==> src/rtl/traffic_pkg.sv <==
// Shared definitions for the traffic-light controller: state and phase encodings,
// lamp codes and default interval codes.
package traffic_pkg;

    typedef enum logic [2:0] {
        MG_BASE = 3'd0,
        MG_EXT  = 3'd1,
        MY      = 3'd2,
        SG      = 3'd3,
        SG_EXT  = 3'd4,
        SY      = 3'd5,
        WALK    = 3'd6
    } state_t;

    typedef enum logic {
        LOAD = 1'b0,
        WAIT = 1'b1
    } phase_t;

    localparam logic [2:0] RED = 3'b100;
    localparam logic [2:0] YEL = 3'b010;
    localparam logic [2:0] GRN = 3'b001;

    localparam logic [3:0] T_BASE_DEF = 4'd6;
    localparam logic [3:0] T_EXT_DEF  = 4'd3;
    localparam logic [3:0] T_YEL_DEF  = 4'd2;

endpackage

==> src/rtl/traffic_light_fsm_if.sv <==
// Handshake between the light sequencer (master) and the interval timer (slave):
// a one-cycle load pulse with an interval code, and the expiry flag back.
interface traffic_light_fsm_if;

    logic       start_timer;
    logic [3:0] value;
    logic       expired;

    modport master (output start_timer, output value, input expired);
    modport slave  (input start_timer, input value, output expired);

endinterface

==> src/rtl/traffic_light_fsm.sv <==
// Traffic-light sequencer driving the interval timer; optional pedestrian walk
// phase is enabled by defining TRAFFIC_WALK_EN.
module traffic_light_fsm
    import traffic_pkg::*;
#(
    parameter logic [3:0] T_BASE = T_BASE_DEF,
    parameter logic [3:0] T_EXT  = T_EXT_DEF,
    parameter logic [3:0] T_YEL  = T_YEL_DEF
) (
    input  logic                 clk,
    input  logic                 rst_n,
    traffic_light_fsm_if.master  tmr,
    input  logic                 sensor,
    input  logic                 walk_request,
    output logic [2:0]           light_main,
    output logic [2:0]           light_side,
    output logic                 walk
);

    state_t state, state_nx;
    phase_t phase, phase_nx;

`ifdef TRAFFIC_WALK_EN
    logic walk_pending, walk_pending_nx;
`else
    logic unused_walk_request;
    assign unused_walk_request = walk_request;
`endif

    always_ff @(posedge clk or negedge rst_n) begin
        if (!rst_n) begin
            state <= MG_BASE;
            phase <= LOAD;
`ifdef TRAFFIC_WALK_EN
            walk_pending <= 1'b0;
`endif
        end else begin
            state <= state_nx;
            phase <= phase_nx;
`ifdef TRAFFIC_WALK_EN
            walk_pending <= walk_pending_nx;
`endif
        end
    end

    always_comb begin
        state_nx = state;
        phase_nx = phase;
`ifdef TRAFFIC_WALK_EN
        walk_pending_nx = walk_pending | walk_request;
`endif
        // Expiry is only honoured from WAIT, so a stale high level during LOAD is harmless
        if (phase == LOAD) begin
            phase_nx = WAIT;
        end else if (tmr.expired) begin
            phase_nx = LOAD;
            case (state)
                MG_BASE: state_nx = sensor ? MY : MG_EXT;
                MG_EXT:  state_nx = MY;
`ifdef TRAFFIC_WALK_EN
                MY:      state_nx = (walk_pending || walk_request) ? WALK : SG;
`else
                MY:      state_nx = SG;
`endif
                SG:      state_nx = sensor ? SG_EXT : SY;
                SG_EXT:  state_nx = SY;
                SY:      state_nx = MG_BASE;
                WALK:    state_nx = SG;
                default: state_nx = MG_BASE;
            endcase
`ifdef TRAFFIC_WALK_EN
            if (state_nx == WALK) walk_pending_nx = 1'b0;
`endif
        end
    end

    always_comb begin
        light_main      = GRN;
        light_side      = RED;
        walk            = 1'b0;
        tmr.value       = T_BASE;
        // Gated by reset so no load pulse escapes while the controller is held
        tmr.start_timer = rst_n && (phase == LOAD);
        case (state)
            MG_BASE: begin light_main = GRN; light_side = RED; tmr.value = T_BASE; end
            MG_EXT:  begin light_main = GRN; light_side = RED; tmr.value = T_EXT;  end
            MY:      begin light_main = YEL; light_side = RED; tmr.value = T_YEL;  end
            SG:      begin light_main = RED; light_side = GRN; tmr.value = T_BASE; end
            SG_EXT:  begin light_main = RED; light_side = GRN; tmr.value = T_EXT;  end
            SY:      begin light_main = RED; light_side = YEL; tmr.value = T_YEL;  end
            WALK: begin
                light_main = RED;
                light_side = RED;
                tmr.value  = T_EXT;
`ifdef TRAFFIC_WALK_EN
                walk       = 1'b1;
`endif
            end
            default: begin light_main = GRN; light_side = RED; tmr.value = T_BASE; end
        endcase
    end

endmodule

==> src/flat_wrapper.sv <==
// flat-port wrapper written by rule: the top's interface ports become plain ports
module traffic_light_fsm_flat import traffic_pkg::*;
#(
    parameter logic [3:0] T_BASE = T_BASE_DEF,
    parameter logic [3:0] T_EXT  = T_EXT_DEF,
    parameter logic [3:0] T_YEL  = T_YEL_DEF
)
  (clk, rst_n, sensor, walk_request, light_main, light_side, walk, tmr_start_timer, tmr_value, tmr_expired);
  traffic_light_fsm_if tmr_i ();
  input  logic clk;
  input  logic rst_n;
  input  logic sensor;
  input  logic walk_request;
  output logic [2:0] light_main;
  output logic [2:0] light_side;
  output logic walk;
  output wire logic [$bits(tmr_i.start_timer)-1:0] tmr_start_timer;
  output wire logic [$bits(tmr_i.value)-1:0] tmr_value;
  input wire logic [$bits(tmr_i.expired)-1:0] tmr_expired;
  assign tmr_start_timer = tmr_i.start_timer;
  assign tmr_value = tmr_i.value;
  assign tmr_i.expired = tmr_expired;
  traffic_light_fsm #(.T_BASE(T_BASE), .T_EXT(T_EXT), .T_YEL(T_YEL)) u_core (.clk(clk), .rst_n(rst_n), .tmr(tmr_i), .sensor(sensor), .walk_request(walk_request), .light_main(light_main), .light_side(light_side), .walk(walk));
endmodule
==> config.mk <==
export PLATFORM = sky130hd
export DESIGN_NAME = traffic_light_fsm_flat
export DESIGN_NICKNAME = d
export VERILOG_FILES = /design/src/rtl/traffic_pkg.sv /design/src/rtl/traffic_light_fsm_if.sv /design/src/rtl/traffic_light_fsm.sv /design/src/flat_wrapper.sv
export SDC_FILE = /design/constraint.sdc
export NUM_CORES = 1
export LEC_CHECK = 0
export CORE_AREA = 10 10 47 49
export DETAILED_ROUTE_END_ITERATION = 16
export DIE_AREA = 0 0 57 59
export SLEW_MARGIN = 0
export SYNTH_ARGS = -nofsm -noshare
export SYNTH_HDL_FRONTEND = slang
export SYNTH_SLANG_ARGS = --single-unit
==> constraint.sdc <==
create_clock -name clk -period 1.2 [get_ports clk]
set_clock_uncertainty 0.1 [all_clocks]
set_input_delay 0.36 -clock clk [delete_from_list [all_inputs] [get_ports clk]]
set_output_delay 0.36 -clock clk [all_outputs]
set_load 0.03 [all_outputs]
==> results.yml <==
setup_path:
  max_stage_delay_ns: 0.47
  arrival_ns: 1.18
  critPathMaxFanout: 6
  critPathTopFamily: "flip-flops"
  r2r_end: "u_core.state[1]"
  critPathRequiredTime_ns: 0.74
  path_buf_inv: 2
  cpMaxStageDelayCell: "dfrtp_2"
  regToRegStartpoint: "u_core.state[0]"
  worstSetupEndpointType: "output port"
  worstSetupStartpointType: "register"
  crit_chain: "buf_12 -> xnor2_4 -> buf_6"
  startpoint: "u_core.state[2]"
  path_class: "reg2out"
  rrSetupSlack_ns: -0.06
  ff2ff_path_depth: 5
place:
  pre_cts_ws_ns: -0.374
  portBuffers: 12
  finalWeightedCongestion: 0.726
  hpwl_um: 749
clock_tree:
  cts_tree: "yes"
  htreeDepth: 1
  clkTransAtPathRegs_ns: 0.04
  ctsHoldBuffers: 0
  clk_path_buf_depth: 2
  clkLatencyLatePin_ns: 0.23
  cts-root-buf: "clkbuf_4"
  clock_sinks: 4
  cts_buffers: 3
floorplanning:
  start_util: 0.224
  std_cell_rows: 14
  core_sq_um: 1400
  die-height_um: 59
  die-area_sq_um: 3360
  io_pins: 17
  die_w_um: 57
hold_path:
  worstHoldPathType: "in2async"
global_routing:
  globalRouteOverflowTotal: 0
  antenna_found_initial: 0
  grt_max_degree: 8
  grt_pass1_wl_um: 1630
  first_global_vias: 368
  grt_usage: 0.0596
route:
  drt-total-wl_um: 948
  first_pass_iters: 2
  ant_nets: 0
  wl_per_cell_um: 12.3
  vias: 331
  drtIter0Drc: 2
  drc: 0
  vias_per_cell: 4.30
synthesis:
  yosysSeqAreaShare: 0.319
  synth_cell_type_count: 22
  netlist_instances: 38
  synth_top_area_frac: 0.319
  ys_ff_latch: 4
  synthTopCellsByArea: "dfrtp_1, buf_4, buf_6"
  yosysTopAreaCell: "dfrtp_1"
  syn_area_per_cell_sq_um: 8.26
  ys_warn_count: 0
  syn_area_sq_um: 314
sta:
  fin_crit_ns: 1.64
  hold_viol_final: 0
  setup-violations-final: 12
  max_freq_mhz: 611
  fin_crit_sh: 1.36
  fin_ws_ns: -0.437
  rsz0062_at_grt: "yes"
  slew_violations: 0
layout:
  antenna_cells: 0
  mostFrequentLayoutCells: "buf_6, buf_4, dfrtp_2"
  seqCellArea_sq_um: 105
  layout.nets: 68
  mostFrequentLayoutCell: "buf_6"
  fill_cells: 132
  drive_gt1_frac: 0.787
  multi_input_area_sq_um: 314
  area_growth_pct: 127
outcome:
  outcome: "finished with violations"
  violations: "setup timing"
flow_run:
  drv_cap: 0
pwr:
  ir_drop_mv: 1.97
  power_density_nw_per_um2: 3240
  finalPower_mw: 2.30
  leakagePower_nw: 0.311
[how the worst max path moves through the flow]
stage | to | slack (ns) | cells past startpoint
2_1_floorplan | light_side[0] | -0.18 | 3
3_3_place_gp | tmr_start_timer | -0.37 | 3
3_5_place_dp | tmr_start_timer | -0.37 | 3
4_1_cts | light_main[1] | -0.44 | 3
5_1_grt | tmr_value[2] | -0.49 | 4
6_report | light_main[2] | -0.44 | 3
[cells by family (layout without fill, tap and decap cells)]
kind of cell    after synthesis  after routing  synth area share
compound gates                8              8             0.171
xor+xnor                      1              1            0.0279
buf+inv                       7             29             0.179
flops                         4              4             0.319
mux                           1              1            0.0359
other cells                   2              3            0.0239
simple gates                 15             15             0.243
[routing by layer]
layer,track usage,up-vias,wire (um)
met5,0,-,0
met4,0.0503,0,10
met3,0.00644,2,13
met2,0.104,4,584
met1,0.0629,155,339
li1,-,170,-
[Yosys cell counts]
| library cell | count |
|---|---|
| buf_6 | 2 |
| inv_1 | 1 |
| conb_1 | 2 |
| o22a_1 | 1 |
| mux2_2 | 1 |
| nor2_1 | 3 |
| nand2_1 | 4 |
| a211o_1 | 1 |
| nand2_2 | 1 |
| nor2_2 | 1 |
| o31ai_1 | 1 |
| dfrtp_1 | 4 |
| xnor2_1 | 1 |
| nor3b_1 | 2 |
| o21a_1 | 1 |
| nor3_1 | 1 |
| nor2b_1 | 1 |
| nand2b_1 | 1 |
| buf_4 | 4 |
| o22ai_1 | 1 |
| o21ai_0 | 3 |
| nand3_1 | 1 |
[timing repair]
| item | in CTS | in global routing |
|---|---|---|
| pin swaps | 9 | 6 |
| setup buffers | 1 | 1 |
| hold endpoints to repair | 0 | 0 |
| cloned | 0 | 0 |
| endpoints found under the setup margin | 12 | 12 |
| resized for setup | 31 | 5 |
[stage by stage]
step	std cells	util	instance area [sq um]	setup TNS (ns)	hold slack [ns]
detailed placement	72	0.388	543	-3.12	0.479
CTS	76	0.490	687	-3.57	0.0538
global route	77	0.508	712	-4.08	0.0590
finish	77	0.508	712	-3.45	0.0614
global placement	72	0.388	543	-3.07	0.486
floorplan	39	-	383	-1.30	-0.0356
[area by class of cell]
type,instances,share of cell area
clock buffers,3,0.0316
inverters,1,0.00527
multi-input cells,28,0.441
flip-flops and latches,4,0.148
well taps,16,0.0281
repair buffers,25,0.346
[flip-flops by register name (all words and copies together) (netlist names)]
name	cells
u_core.phase	1
u_core.state	3
[report_power, final]
group	switching [mW]	total, mW	internal (mW)
Combinational	0.906	1.84	0.935
Sequential	0.113	0.307	0.193
Clock	0.0455	0.157	0.111
[worst register-to-register path, stage by stage, from the launching register on]
cell and delay (ns):
dfrtp_2 0.45, buf_6 0.15, buf_6 0.12, nor2_4 0.10
nor3_2 0.05, o22a_1 0.18
(Power assumes the default switching activity.)
